**src/rtl/ser_pkg.sv**
```systemverilog
`default_nettype none
// ============================================================================
// Module      : ser_pkg
// Description : Shared types, symbol constants and 8b/10b code tables for the
//               multilane serializer.
// Revision    : 1.0 - initial release
// ============================================================================
package ser_pkg;

    typedef enum logic [0:0] {
        ST_ALIGN = 1'b0,
        ST_RUN   = 1'b1
    } state_t;

    localparam int SYM_W = 10;

    localparam logic [SYM_W-1:0] K285_RDN  = 10'h17C;
    localparam logic [SYM_W-1:0] K285_RDP  = 10'h283;
    localparam logic [SYM_W-1:0] D215_CODE = 10'h155;

    // 5b/6b codes for RD-, written abcdei with 'a' as the MSB of the literal
    function automatic logic [5:0] tab6(input logic [4:0] x);
        logic [5:0] c;
        case (x)
            5'd0:    c = 6'b100111;
            5'd1:    c = 6'b011101;
            5'd2:    c = 6'b101101;
            5'd3:    c = 6'b110001;
            5'd4:    c = 6'b110101;
            5'd5:    c = 6'b101001;
            5'd6:    c = 6'b011001;
            5'd7:    c = 6'b111000;
            5'd8:    c = 6'b111001;
            5'd9:    c = 6'b100101;
            5'd10:   c = 6'b010101;
            5'd11:   c = 6'b110100;
            5'd12:   c = 6'b001101;
            5'd13:   c = 6'b101100;
            5'd14:   c = 6'b011100;
            5'd15:   c = 6'b010111;
            5'd16:   c = 6'b011011;
            5'd17:   c = 6'b100011;
            5'd18:   c = 6'b010011;
            5'd19:   c = 6'b110010;
            5'd20:   c = 6'b001011;
            5'd21:   c = 6'b101010;
            5'd22:   c = 6'b011010;
            5'd23:   c = 6'b111010;
            5'd24:   c = 6'b110011;
            5'd25:   c = 6'b100110;
            5'd26:   c = 6'b010110;
            5'd27:   c = 6'b110110;
            5'd28:   c = 6'b001110;
            5'd29:   c = 6'b101110;
            5'd30:   c = 6'b011110;
            default: c = 6'b101011;
        endcase
        return c;
    endfunction

    // 3b/4b primary codes for RD-, written fghj with 'f' as the MSB
    function automatic logic [3:0] tab4(input logic [2:0] y);
        logic [3:0] c;
        case (y)
            3'd0:    c = 4'b1011;
            3'd1:    c = 4'b1001;
            3'd2:    c = 4'b0101;
            3'd3:    c = 4'b1100;
            3'd4:    c = 4'b1101;
            3'd5:    c = 4'b1010;
            3'd6:    c = 4'b0110;
            default: c = 4'b1110;
        endcase
        return c;
    endfunction

endpackage
`default_nettype wire

```
**src/rtl/enc_8b10b.sv**
```systemverilog
`default_nettype none
// ============================================================================
// Module      : enc_8b10b
// Description : Combinational 8b/10b encoder with per-sub-block disparity.
// Revision    : 1.0 - initial release
// ============================================================================
module enc_8b10b
    import ser_pkg::*;
(
    input  logic [7:0]       data_i,
    input  logic             k_i,
    input  logic             rd_i,
    output logic [SYM_W-1:0] code10_o,
    output logic             rd_o,
    output logic             k_err_o
);

    logic [4:0] x;
    logic [2:0] y;
    logic [5:0] base6;
    logic [5:0] s6;
    logic [3:0] base4;
    logic [3:0] s4;
    logic       rd_mid;
    logic       k_ok;
    logic       use_a7;
    logic       comp4;

    always_comb begin
        k_ok = (data_i[4:0] == 5'd28) ||
               ((data_i[7:5] == 3'd7) &&
                ((data_i[4:0] == 5'd23) || (data_i[4:0] == 5'd27) ||
                 (data_i[4:0] == 5'd29) || (data_i[4:0] == 5'd30)));
        k_err_o = k_i && !k_ok;

        // an unsupported control byte is replaced by K28.5
        x = k_err_o ? 5'd28 : data_i[4:0];
        y = k_err_o ? 3'd5  : data_i[7:5];

        base6  = (k_i && (x == 5'd28)) ? 6'b001111 : tab6(x);
        s6     = (rd_i && (($countones(base6) != 3) || (x == 5'd7))) ? ~base6 : base6;
        rd_mid = rd_i ^ ($countones(base6) != 3);

        use_a7 = (y == 3'd7) &&
                 (k_i ||
                  (!rd_mid && ((x == 5'd17) || (x == 5'd18) || (x == 5'd20))) ||
                  ( rd_mid && ((x == 5'd11) || (x == 5'd13) || (x == 5'd14))));
        base4  = use_a7 ? 4'b0111 : tab4(y);

        // control characters also invert the neutral x.1/x.2/x.5/x.6 codes at RD-
        if (rd_mid) begin
            comp4 = ($countones(base4) != 2) || (y == 3'd3);
        end else begin
            comp4 = k_i && ($countones(base4) == 2) && (y != 3'd3);
        end
        s4   = comp4 ? ~base4 : base4;
        rd_o = rd_mid ^ ($countones(base4) != 2);

        code10_o = '0;
        for (int b = 0; b < 6; b++) begin
            code10_o[b] = s6[5-b];
        end
        for (int b = 0; b < 4; b++) begin
            code10_o[6+b] = s4[3-b];
        end
    end

endmodule
`default_nettype wire

```
**src/rtl/multilane_serializer.sv**
```systemverilog
`default_nettype none
// ============================================================================
// Module      : multilane_serializer
// Description : Lockstep multi-lane 8b/10b serializer with comma alignment.
// Revision    : 1.0 - initial release
// ============================================================================
module multilane_serializer
    import ser_pkg::*;
#(
    parameter int NUM_LANES  = 2,
    parameter int ALIGN_SYMS = 4,
    parameter int IDLE_COMMA = 1
)(
    input  logic                       i_Clk,
    input  logic                       i_rst,
    input  logic [8*NUM_LANES-1:0]     i_Data,
    input  logic [NUM_LANES-1:0]       i_K,
    input  logic                       i_Valid,
    output logic                       o_Ready,
    output logic [NUM_LANES-1:0]       o_Ser,
    output logic [SYM_W*NUM_LANES-1:0] o_10B,
    output logic [NUM_LANES-1:0]       o_RD,
    output logic [NUM_LANES-1:0]       o_K_Err,
    output logic                       o_Aligned
);

    localparam int             AW         = (ALIGN_SYMS > 1) ? $clog2(ALIGN_SYMS) : 1;
    localparam logic [AW-1:0]  ALIGN_LAST = AW'(ALIGN_SYMS - 1);
    localparam logic [3:0]     CNT_LAST   = 4'd9;

    state_t          state_q;
    state_t          state_d;
    logic [AW-1:0]   align_q;
    logic [AW-1:0]   align_d;
    logic [3:0]      cnt_q;
    logic            sym_edge;
    logic            accept;
    logic            use_comma;

    assign sym_edge = (cnt_q == CNT_LAST);

    always_ff @(posedge i_Clk or posedge i_rst) begin
        if (i_rst) begin
            state_q <= ST_ALIGN;
            align_q <= '0;
        end else begin
            state_q <= state_d;
            align_q <= align_d;
        end
    end

    always_comb begin
        state_d = state_q;
        align_d = align_q;
        if ((state_q == ST_ALIGN) && sym_edge) begin
            align_d = align_q + 1'b1;
            if (align_q == ALIGN_LAST) begin
                state_d = ST_RUN;
            end
        end
    end

    always_comb begin
        o_Aligned = (state_q == ST_RUN);
        o_Ready   = (state_q == ST_RUN) && sym_edge;
        accept    = o_Ready && i_Valid;
        use_comma = (state_q == ST_ALIGN) || (IDLE_COMMA != 0);
    end

    // reset parks the counter on 9 so the first edge after release loads
    always_ff @(posedge i_Clk or posedge i_rst) begin
        if (i_rst) begin
            cnt_q <= CNT_LAST;
        end else begin
            cnt_q <= sym_edge ? 4'd0 : cnt_q + 4'd1;
        end
    end

    for (genvar n = 0; n < NUM_LANES; n++) begin : g_lane
        logic [SYM_W-1:0] sym_q;
        logic [SYM_W-1:0] sym_d;
        logic             rd_q;
        logic             rd_d;
        logic             kerr_q;
        logic [SYM_W-1:0] enc_code;
        logic             enc_rd;
        logic             enc_kerr;

        enc_8b10b u_enc (
            .data_i   (i_Data[8*n +: 8]),
            .k_i      (i_K[n]),
            .rd_i     (rd_q),
            .code10_o (enc_code),
            .rd_o     (enc_rd),
            .k_err_o  (enc_kerr)
        );

        always_comb begin
            if (accept) begin
                sym_d = enc_code;
                rd_d  = enc_rd;
            end else if (use_comma) begin
                sym_d = rd_q ? K285_RDP : K285_RDN;
                rd_d  = ~rd_q;
            end else begin
                sym_d = D215_CODE;
                rd_d  = rd_q;
            end
        end

        always_ff @(posedge i_Clk or posedge i_rst) begin
            if (i_rst) begin
                sym_q  <= '0;
                rd_q   <= 1'b0;
                kerr_q <= 1'b0;
            end else begin
                kerr_q <= accept && enc_kerr;
                if (sym_edge) begin
                    sym_q <= sym_d;
                    rd_q  <= rd_d;
                end
            end
        end

        assign o_Ser[n]                 = sym_q[cnt_q];
        assign o_10B[SYM_W*n +: SYM_W]  = sym_q;
        assign o_RD[n]                  = rd_q;
        assign o_K_Err[n]               = kerr_q;
    end

endmodule
`default_nettype wire

```
**config.mk**
```make
export PLATFORM = sky130hd
export DESIGN_NAME = multilane_serializer
export DESIGN_NICKNAME = d
export VERILOG_FILES = /design/src/rtl/ser_pkg.sv /design/src/rtl/enc_8b10b.sv /design/src/rtl/multilane_serializer.sv
export SDC_FILE = /design/constraint.sdc
export NUM_CORES = 1
export LEC_CHECK = 0
export CAP_MARGIN = 20
export CORE_MARGIN = 4
export CORE_UTILIZATION = 25
export CTS_BUF_LIST = sky130_fd_sc_hd__clkbuf_8
export DETAILED_ROUTE_END_ITERATION = 8
export PLACE_DENSITY_LB_ADDON = 0.25
export SKIP_LAST_GASP = 1
export SLEW_MARGIN = 15
export SYNTH_ARGS = -nofsm -noshare
export SYNTH_HDL_FRONTEND = slang
export SYNTH_SLANG_ARGS = --single-unit
```
**constraint.sdc**
```tcl
create_clock -name i_Clk -period 3.65 [get_ports i_Clk]
set_clock_uncertainty 0.05 [all_clocks]
set_input_delay 0.73 -clock i_Clk [delete_from_list [all_inputs] [get_ports i_Clk]]
set_output_delay 0.73 -clock i_Clk [all_outputs]
set_load 0.01 [all_outputs]
```
== After elaboration in Yosys (flattened, before gate mapping) ==
Memory sizes are Yosys's and may differ from the RTL's.
Cells that the tools add are included.
W data, S select, Z words.

* Add/subtract/negate cells: 18
* Magnitude comparators: 1
* Equality and inequality tests: 52
* Muxes and demuxes: 27
* Bitwise logic cells: 11
* Reduce and logical (&&, ||, !) cells: 54

{| class="wikitable"
|+ Operators with widths
! operator !! count
|-
| $add A32 B32 Y32 || 6
|-
| $ne A32 B3 Y1 const B || 4
|-
| $eq A5 B5 Y1 const B || 18
|-
| $eq A32 B3 Y1 const B || 2
|-
| $pmux W4 S7 || 2
|-
| $mux W10 || 4
|-
| $eq A3 B3 Y1 const B || 10
|-
| $eq A5 B4 Y1 const B || 6
|-
| $logic_or A1 B1 Y1 || 24
|-
| $mux W6 || 4
|-
| $logic_and A1 B1 Y1 || 23
|-
| $add A1 B1 Y2 || 10
|-
| $mux W4 || 5
|-
| $eq A3 B2 Y1 const B || 4
|-
| $not A6 Y6 || 2
|-
| $eq A5 B3 Y1 const B || 2
|-
| $mux W5 || 2
|-
| $bmux W1 S4 || 2
|-
| $not A4 Y4 || 2
|-
| $eq A3 B1 Y1 const B || 2
|-
| $logic_not A3 Y1 || 2
|-
| $mux W1 || 6
|-
| $mux W3 || 2
|-
| $ne A3 B2 Y1 const B || 2
|-
| 9 further kinds || 17
|}

* Flip-flop bits (word level): 31
* ROM bits: 384
* Bits of input ports: 21
* Logic and storage cells: 174
* Memories kept: 2

{| class="wikitable"
|+ Memories
! name !! depth !! bits a word !! rd ports !! clocked after memory_dff !! wr ports !! RTL line !! RTL
|-
| (no name shown) || 32 || 6 || 1 || 0 || 0 || ser_pkg.sv:24 || <nowiki>case (x)</nowiki>
|-
| (no name shown) || 32 || 6 || 1 || 0 || 0 || ser_pkg.sv:24 ||
|}

== Logic depth before layout (Yosys ltp) ==
Gate-level depths: netlist of run 1.

* Word-level depth: 31
* Depth in mapped cells: 31
* Gate-level depth less buffers: 29

== Hierarchy ==
A second synthesis of run 1 with hierarchy kept.

* Cell total of the unflattened synthesis: 401
* Area total of the unflattened synthesis: 3475.8 um2

{| class="wikitable"
|+ Modules (own cells, without submodules)
! module !! instances !! cells an instance !! area each (um2) !! sequential area each (um2)
|-
| multilane_serializer || 1 || 117 || 1478.9 || 778.2
|-
| enc_8b10b at g_lane[0].u_enc || 1 || 140 || 1013.5 || 0.0
|-
| enc_8b10b at g_lane[1].u_enc || 1 || 144 || 983.4 || 0.0
|}

== Least setup slack after synthesis of run 1 ==
No wires, ideal clock.

* Kind: input-to-reg
* From: input port i_Data[1]
* To: register g_lane[0].sym_q[6]
* Setup time: 0.131 ns
* Arrival: 7.050 ns
* Required time: 3.469 ns
* Setup slack: -3.580 ns
* Stages on the path: 30
* Path through: buf_2 > nand2_1 > o22ai_2 > nand2_1 > a21oi_2 > nand2_1 > inv_1 > ha_1 > clkbuf_1 > nand2_1 > or2_2 > a21oi_1 > o21bai_1 > a41o_1 > ha_1 > fa_1 > ha_1 > and4bb_2 > xnor2_1 > mux2_1 > a32oi_1 > o41a_2 > ha_1 > ha_1 > fa_1 > nor3b_1 > nand2_1 > o31ai_2 > xnor2_1 > o21ai_1

* Cells in the longest elaborated chain, start to end: 31
* Elaborated cells on any way between the ends: 64
* Those cells by class: 8 x add/sub; 23 x eq/ne; 8 x mux; 2 x bitwise; 22 x reduce/logical; 1 x memory

{| class="wikitable"
|+ Ends and longest elaborated chain
! element !! RTL line !! RTL
|-
| from (decl) || multilane_serializer.sv:16 || <nowiki>input logic [8*NUM_LANES-1:0] i_Data,</nowiki>
|-
| branches (longest 29 deep; another with $mem_v2 Z32 W6) || n/a ||
|-
| $mux W4 (*) || enc_8b10b.sv:56 || <nowiki>s4 = comp4 ? ~base4 : base4;</nowiki>
|-
| $mux W10 (*) || multilane_serializer.sv:99 || <nowiki>if (accept) begin</nowiki>
|-
| to (signal assigned) || multilane_serializer.sv:119 || <nowiki>sym_q <= sym_d;</nowiki>
|-
| to (decl) || multilane_serializer.sv:80 || <nowiki>logic [SYM_W-1:0] sym_q;</nowiki>
|}

Mark *: on every way between the ends.
A chain may end at the register's enable or synchronous reset.

== Worst setup path in the final report of run 1 ==
* From: input port i_Data[3]
* To: register g_lane[0].sym_q[8]

The elaborated chain is that of the path after synthesis.

==> results of run 1 <==
## registers in the layout, indices dropped and copies added (netlist names)
signal and count:
g_lane.rd_q 2, align_q 2, g_lane.sym_q 20, cnt_q 4
o_Aligned 1, g_lane.kerr_q 2
## cell families (layout without fill, tap and decap cells)
kind of cell | count (synthesis) | in the layout | synth area share [%]
compound gates | 129 | 129 | 23.4
simple gates | 123 | 123 | 17.0
buf+inv | 51 | 218 | 9.29
fa+ha+maj | 36 | 36 | 13.4
xor+xnor | 34 | 34 | 8.68
flops | 31 | 31 | 21.2
mux | 18 | 18 | 7.05
## layer usage
layer  share of wire [%]  vias to the layer above
met5                   0                        -
met4                 1.2                        0
met3                 3.7                       15
met2                  50                       77
met1                  45                     1749
li1                    -                     1859
## synthesized netlist by cell type, types with 9 or more instances
master | number | share of area, %
xor2_1 | 10 | 2.4
nand2_1 | 37 | 3.8
mux2i_1 | 9 | 2.5
a21oi_1 | 36 | 4.9
o21ai_0 | 25 | 3.4
nor2_1 | 32 | 3.3
o21ai_1 | 12 | 1.6
xnor2_1 | 22 | 5.2
dfrtp_1 | 29 | 20
inv_1 | 19 | 1.9
ha_1 | 29 | 9.9
clkbuf_1 | 12 | 1.2
## worst max-delay path: cells and delay by family
family	cells	cell delay, ns
adder cells (fa/ha/maj)	7	1.93
AO/OA/AOI/OAI	10	1.48
AND/OR/NAND/NOR	7	1.21
buffers and inverters	3	0.43
XOR/XNOR	3	0.43
multiplexers	1	0.32
## power by group through the flow
stage	Clock [µW]	Sequential [µW]	Combinational, µW
floorplan	0	357	574
global placement	0	357	805
detailed placement	0	357	826
CTS	299	351	1050
global route	309	351	1320
finish	291	351	1220
## metrics by stage
step                      std cells  hold slack [ns]  cell area, µm²  util [%]
after global placement          725            0.411            5190      35.9
after detailed placement        725            0.428            5190      35.9
final                           773            0.443            6050      41.8
after global routing            773            0.459            6050      41.8
after CTS                       764            0.440            5760      39.8
after floorplan                 422            0.398            4010         -
## cell type report
class | instances | area (µm²) | area share [%]
clock buffer | 7 | 96.3 | 1.59
clock inverter | 1 | 3.75 | 0.0620
inverter | 19 | 78.8 | 1.30
multi-input combinational | 340 | 3270 | 54.0
sequential | 31 | 778 | 12.9
tap | 184 | 230 | 3.81
timing repair buffer | 191 | 1590 | 26.3
## worst paths after layout
path	from	cells past startpoint	to	slack, ns
worst max-delay path	i_Data[3]	31	g_lane[0].sym_q[8]	-2.80
worst min-delay path	align_q[0]	1	align_q[0]	0.44
worst max register to register	g_lane[1].rd_q	13	g_lane[1].sym_q[8]	0.18
worst min register to register	align_q[0]	1	align_q[0]	0.44
max in group asynchronous	i_rst	3	cnt_q[0]	2.44
min in group asynchronous	i_rst	3	g_lane[0].sym_q[1]	0.79
## what timing repair did
item,in CTS,in global routing
setup endpoints to repair,22,22
pin swaps,58,53
resized for setup,104,42
hold buffers,0,0
setup buffers,51,14
gates cloned,0,0
==> impl_results.md, run 1 <==
* Outcome: finished with violations
* Violated checks: setup timing
* Sw frac at 34.9%
* Remaining global-route overflow at 0
* Minimum clock period at 6.45 ns
* Met1 global-route usage at 17.5%
* Max incr delay on CP at 0.49 ns
* Vias in the first global route at 3,688
* Sequential fraction of the synthesis area at 21.2%
* Vias per std cell at 4.79
* Max-slew violation count at 0
* Layout cells sized above 1 at 46.7%
* Layout area overhead at 64.6%
* Pwr Total at 1860 µW
* Max Cap Violations at 0
* Core Region at 14,500 µm²
* Die width at 129 µm
* CTS tree: yes
* Share of power burned in registers at 18.8%
* Post-DRT Antenna Nets at 0
* DIE AREA at 16,700 µm²
* Root buf cell: clkbuf_8
* Period utilization at 177%
* Routability congestion estimate at 0.855
* Slowest CP cell: fa_1
* Total net switching power at 651 µW
* Int Power at 1210 µW
* Worst setup EP type: flip-flop
* ANT cells at 0
* Post-synth ARST share at 100%
* Mapped Nets at 478
* Total number of vias at 3,700
* Max clock buf depth at 2
* FILL cells at 1,385
* Post-synth cell types at 81
* Min-Delay Path Class: flip-flop to flip-flop
* Cell row count at 44
* Crit path launch type: primary input
* DIE HEIGHT at 129 µm
* P per Cell Area at 308 nW/µm²
* Pre-CTS WS at -3.66 ns
* Initial Utilization at 25.4%
* Fin Setup TNS at -35.77 ns
* Wirelength per Cell at 14.5 µm
* First-pass GRT wire length at 18.0 mm
* Crit Path Max Fanout at 4
* Cell count after synthesis at 422
* Clock Sinks at 31
* Clk network pwr share at 15.6%
* Leading cell type in the layout, fill and taps excluded: buf_4
* Yosys warns at 0
* Worst-skew pair later-pin latency at 0.28 ns
* Top_reg_cell synth: dfrtp_1
* Worst Tran Pin Value at 0.491 ns
* Worst EP required at 3.76 ns
* Nets at 644
* VDD IR max at 0.000161 V
* # H-tree levels at 2
* Initial antenna violation count at 0
* DR iter-0 viols at 259
* Final count of hold timing violations at 0
* Synthesized area at 3680 µm²
* Pre-antenna DRT Iters at 4
* Power share of the combinational group at 65.6%
* Pin count of the biggest net entering global routing at 32
* Highest Clock Rate at 155 MHz
* I/O pins at 49
* CP dominant cell by count: xnor2_4
* Unrepaired setup endpoints after global routing: true
* Clock Pin Slew Worst Setup and Hold Paths at 0.06 ns
* GR Layer Usage met3 at 1.48%
* Rel. slew slack at 66.8%
* Synthesized flop and latch total at 31
* EDFF count, synth at 0
* Port bufs at 48
* Commonest non-fill, non-tap cells in the layout: 135 x buf_4, 30 x nor2_1, 30 x nand2_1, 30 x a21oi_1, 30 x clkdlybuf4s50_1
* Grt met2 use at 23.0%
* Final setup viols at 22
* Final HPWL DP at 8.47 mm
* Crit Path Class: primary input to flip-flop
* Num CTS Buffers at 5
* PnR worst setup slack at -2.80 ns
* Post-Syn Area per Cell at 8.71 µm²
* Tot GR Track Use at 13.0%
* Leak at 0.00265 µW
* Routed wire length at 11.2 mm
* GR peak layer: met2
* # DRC at 0
* Arr. time, crit path at 6.56 ns
Power figures use the tool's default switching activity.
==> run 2: changes to the inputs <==
Settings changed: CTS_CLUSTER_SIZE set to 28.
==> results of run 2 <==
The final DEF is identical to that of run 1; final timing and power are the same.
==> run 3: changes to the inputs <==
Settings changed: GPL_TIMING_DRIVEN set to 0, HOLD_SLACK_MARGIN set to 0.03.
==> impl_results.md, run 3 (synthesized netlist as in run 1, its figures left out) <==
* Pin count of the biggest net entering global routing at 32
* Worst Tran Pin Value at 0.681 ns
* Post-DRT Antenna Nets at 0
* Pre-CTS WS at -4.26 ns
* Biggest regs: g_lane.sym_q: 20 flops, cnt_q: 4 flops
* Core Region at 14,500 µm²
* R2R depth at 14
* Period utilization at 181%
* Pre-antenna DRT Iters at 4
* Max-slew violation count at 0
* # DRC at 0
* Vias per std cell at 4.99
* Max Cap Violations at 0
* Final count of hold timing violations at 0
* Total number of vias at 3,566
* Layout cells sized above 1 at 40.1%
* Cell row count at 44
* Leak at 0.00238 µW
* Initial antenna violation count at 0
* First-pass GRT wire length at 18.0 mm
* Pwr Total at 1750 µW
* Routability congestion estimate at 0.865
* CP Launch Point: i_Data[10]
* Fin Setup TNS at -37.66 ns
* Hold worst-path end: align_q[0]
* Arr. time, crit path at 6.73 ns
* Rel. slew slack at 54.5%
* Crit Path Class: primary input to flip-flop
* Wirelength per Cell at 15.3 µm
* Largest register FFs at 20
* Worst EP required at 3.76 ns
* Root buf cell: clkbuf_8
* Violated checks: setup timing
* Unrepaired setup endpoints after global routing: true
* Port bufs at 42
* Commonest non-fill, non-tap cells in the layout: 61 x buf_4, 32 x a21oi_1, 30 x nor2_1, 30 x nand2_1, 30 x clkdlybuf4s50_1
* Remaining global-route overflow at 0
* CTS tree: yes
* Leading cell type in the layout, fill and taps excluded: buf_4
* I/O pins at 49
* Die width at 129 µm
* Final instance area at 5710 µm²
* Highest Clock Rate at 151 MHz
* Crit path launch type: primary input
* Nets at 587
* DR iter-0 viols at 201
* Vias in the first global route at 3,555
* Min-Delay Path Class: flip-flop to flip-flop
* DIE AREA at 16,700 µm²
* P per Cell Area at 307 nW/µm²
* Final HPWL DP at 8.13 mm
* Placed instance area at 4660 µm²
* Initial Utilization at 25.4%
* # H-tree levels at 2
* Layout area overhead at 55.4%
* Routed wire length at 10.9 mm
* VDD IR max at 0.000150 V
* Outcome: finished with violations
* DIE HEIGHT at 129 µm
* Worst setup EP type: flip-flop
* Final setup viols at 22
* Num CTS Buffers at 5
* PnR worst setup slack at -2.97 ns
* Final non-filler cell total at 715
* Max clock buf depth at 2
* Crit Path Max Fanout at 4
* Tot GR Track Use at 12.9%
* Clock Pin Slew Worst Setup and Hold Paths at 0.06 ns
* R2r setup slk at -0.17 ns
* Inst Count DP at 648
* Register name with the most flops: g_lane.sym_q
* R2r endpoint: g_lane[1].sym_q[8]
* Clock Sinks at 31
* Hold path start: align_q[0]
* Worst-skew pair later-pin latency at 0.28 ns
* Reg2reg start: g_lane[1].rd_q
* Minimum clock period at 6.62 ns
* Min-Delay Path Depth at 1
* ANT cells at 0
## run 3: timing repair
action                     4_1_cts  5_1_grt
gates cloned                     0        0
hold endpoints to repair         0        0
buffers inserted                43       22
setup endpoints to repair       22       23
resized for setup               93       51
hold buffers                     0        0
pin swaps                       55       35
## run 3: per-layer routing
layer / track usage, % / vias to the layer above / wire [µm]
met4: 2.29 / 0 / 95
met5: 0 / - / 0
met1: 18.3 / 1745 / 5220
met2: 21.7 / 67 / 5260
li1: - / 1744 / -
met3: 1.20 / 10 / 363
## run 3: layout make-up
cell class / instances / area [µm²]
Buffer: 31 / 309
Clock buffer: 6 / 82.6
Clock inverter: 1 / 5.00
Fill cell: 1426 / 8770
Inverter: 19 / 91.3
Multi-Input combinational cell: 340 / 3280
Sequential cell: 31 / 778
Tap cell: 184 / 230
Timing Repair Buffer: 103 / 933
## run 3: where the power goes
group,leakage [µW],internal [µW],total (µW),switching [µW]
clock network,0.0000470,148,272,124
logic,0.00198,621,1130,508
registers,0.000356,351,351,0
## run 3: worst max-delay path by stage
stage,to,slack (ns),depth (start not counted)
finish,g_lane[1].sym_q[8],-2.97,28
global route,g_lane[1].sym_q[8],-3.17,28
CTS,g_lane[0].sym_q[7],-2.93,28
detailed placement,g_lane[0].sym_q[9],-4.26,27
global placement,g_lane[0].sym_q[9],-4.18,27
floorplan,g_lane[0].sym_q[9],-2.91,26
## run 3: metrics by stage
stage                     hold slack [ns]  utilization (%)
after floorplan                     0.398                -
after global placement              0.412             32.2
after detailed placement            0.432             32.2
after CTS                           0.441             36.4
after global routing                0.464             39.5
final                               0.440             39.5
## run 3: critical path, stage by stage
cell,delay (ns)
buf_12,0.11
xor2_4,0.18
mux2_4,0.27
a21bo_1,0.19
buf_6,0.13
nand2_8,0.09
inv_8,0.05
ha_4,0.15
a22o_1,0.23
a222oi_1,0.34
o21ai_1,0.17
ha_2,0.22
fa_1,0.48
ha_1,0.29
and4bb_4,0.24
xnor3_1,0.24
a221oi_2,0.26
o2111ai_2,0.17
a21boi_2,0.20
ha_1,0.25
ha_2,0.18
fa_1,0.49
nor3b_4,0.28
a21boi_4,0.25
mux2i_4,0.09
buf_12,0.16
xnor2_2,0.19
a211oi_2,0.09
==> patch, RTL diff (flow settings as in run 2) <==
Set the parameter `ALIGN_SYMS` to 8 (it was 4).
--- a/src/rtl/multilane_serializer.sv
+++ b/src/rtl/multilane_serializer.sv
@@ -8,7 +8,7 @@
     import ser_pkg::*;
 #(
     parameter int NUM_LANES  = 2,
-    parameter int ALIGN_SYMS = 4,
+    parameter int ALIGN_SYMS = 8,
     parameter int IDLE_COMMA = 1
 )(
     input  logic                       i_Clk,
Formal check against the unedited RTL: same outputs for any inputs over 10 cycles, from zero or initial values and one cycle with i_rst high; that may be too few to reach the edited logic, so the function may still have changed.
==> patch against run 2 <==
Design area is 8.0% higher. Critical path type unchanged. Highest routed layer unchanged. Area after synthesis decreased by 1.9%. Power grew 3.4%. Synthesized cell count stayed put. The flow still finishes with violations (negative setup slack). Largest cell class unchanged. Global-route usage increased by 2.9 points. Sequential cell count is 1 higher. Setup slack worse by 0.14 ns. Wire length rose by 13%. Sequential power grew 1%.
==> patch: results (changes against run 2) <==
Final layout
  • Register area: 803 um^2 (+3.2%)
  • Layout non-clock buf frac: 31.7% (+5.4 points)
  • N_diodes: 0 (unchanged)
  • Layout Cells excl Fill: 832 (+7.6%)
  • Finished Cell Area: 0.00653 mm^2 (+8.0%)
  • Multi-input combinational area share: 49.6% (-4.4 points)
  • Share of cells above drive strength 1: 51.1% (+4.4 points)
  • Clock buffers: 5 (-2)
  • Invs w/o clock: 20 (+1)
  • Multi-input gate count: 341 (+0.29%)
  • # fillers: 1,313 (-5.2%)
  • Final net count: 708 (+9.9%)
  • Clock-cell share: 1.65% (-0.0071 points)
  • Largest regs: g_lane.sym_q: 20 flops, cnt_q: 4 flops, align_q: 3 flops
  • Buffers, non-clock: 251 (+31%)

GRT
  • Global-route track usage on met2: 27.7% (+4.7 points)
  • Largest net degree at the start of global routing: 24 (-25%)
  • Vias in the first global route: 4,283 (+16%)
  • Met1 track demand over resource: 20.4% (+3.0 points)
  • Initial antenna violation count: 0 (unchanged)
  • First-pass GRT wire length: 21,600 um (+20%)
  • Total Routing Usage GR: 16.0% (+2.9 points)
  • GR met3 Demand/Resource: 2.00% (+0.52 points)

Power and ir drop
  • Worst VDD drop: 0.000162 V (+0.63%)
  • Static Leak: 2.91 nW (+9.9%)

Critical path
  • FF-to-FF End: g_lane[0].sym_q[7]$_DFFE_PP0N_
  • Critical-path top delay cell: mux2i_2
  • R2R Setup Slk: 0.32 ns (+0.14 ns)
  • Crit path arrival time: 6.69 ns (+0.13 ns)
  • Worst r2r src: g_lane[0].rd_q$_DFFE_PP0N_
  • CP peak stage delay: 0.24 ns (-0.25 ns)

STA
  • Final worst-path setup slack: -2.95 ns (-0.142 ns)
  • Setup TNS Final: -42.76 ns (-6.99 ns)
  • Relative slew slack: 48.8% (-18 points)
  • Finish-stage setup viols: 22 (unchanged)
  • WHS: 0.447 ns (+0.00409 ns)

Routing
  • Met1 Wirelength: 5710 um (+13%)
  • DR WL/cell: 15.3 um (+5.4%)
  • Initial DRC count: 206 (-20%)
  • Met3 Wirelength: 471 um (+12%)
  • Met2 routed WL: 6290 um (+11%)
  • Via count: 4,037 (+9.1%)

Clocking
  • Clock sink total: 32 (+3.2%)
  • Clk slew on worst S/H paths: 0.07 ns
  • Root Buffer: clkbuf_8
  • Worst-skew pair later-pin latency: 0.29 ns

Place
  • DP Cell Count: 739 (+1.9%)
  • DP Wirelength: 8820 um (+4.2%)
  • Setup WS pre-CTS: -3.75 ns (-0.0891 ns)
  • Placed cell areas: 0.00532 mm^2 (+2.3%)
  • GPL Wtd Cong: 0.846 (-1.1%)

Status
  • Failing checks: negative setup slack
  • Status: finished, violations left

Synth
  • Synth Cell Area: 0.00360 mm^2 (-1.9%)
  • Most frequent cells after synthesis: a21oi_1 (38), o21ai_0 (35), dfrtp_1 (30), ha_1 (30), nand2_1 (29)
  • Post-synthesis sequential area ratio: 22.3% (+1.1 points)
  • Post-Syn Nets: 479 (+0.21%)
  • Synth top area cells: dfrtp_1 (21%), ha_1 (10%), xnor2_1 (5.8%)
  • Count of cell types in the netlist: 74 (-8.6%)
patch: changes by cell type after synthesis, moves of 4 or more:
cell     delta
o21ai_0    +10
o21ai_1     -9
nand2_1     -8
nand3_1     +8
nor2_1      -5
nor4b_1     -4
o31ai_1     +4
patch: critical path, delay by kind of cell:
family / cells / cell delay (ns)
XOR/XNOR: 1 / 0.12
multiplexers: 1 / 0.24
AO/OA/AOI/OAI: 2 / 0.30
AND/OR/NAND/NOR: 1 / 0.09
buffers and inverters: 42 / 5.22
patch: kinds of logic (layout without fill, tap and decap cells):
family | Yosys count | in the layout | synth area share [%]
compound gates | 130 | 130 | 24.7
mux | 19 | 19 | 7.01
fa+ha+maj | 37 | 37 | 14.0
flops | 32 | 32 | 22.3
buf+inv | 49 | 279 | 6.04
xor+xnor | 32 | 32 | 7.78
simple gates | 123 | 123 | 18.1
patch: worst max path at each step:
stage | start | to | slack [ns] | cells after the start
6_report | i_Data[13] | g_lane[1].sym_q[7]$_DFFE_PP0N_ | -2.95 | 47
5_1_grt | i_Data[10] | g_lane[1].sym_q[7]$_DFFE_PP0N_ | -3.18 | 29
4_1_cts | i_Data[1] | g_lane[0].sym_q[7]$_DFFE_PP0N_ | -2.82 | 29
3_5_place_dp | i_Data[1] | g_lane[0].sym_q[7]$_DFFE_PP0N_ | -3.75 | 27
3_3_place_gp | i_Data[2] | g_lane[0].sym_q[7]$_DFFE_PP0N_ | -3.72 | 26
2_1_floorplan | i_Data[0] | g_lane[0].sym_q[6]$_DFFE_PP0N_ | -3.01 | 26
patch: repair_timing:
action	in CTS	in global routing
pin swaps	59	35
setup endpoints to repair	22	22
setup buffers	105	7
gates resized for setup	117	27
patch: where the power goes:
group	total (mW)	switching, mW	internal, mW
registers	0.355	0	0.355
clock network	0.340	0.140	0.200
logic	1.23	0.508	0.726
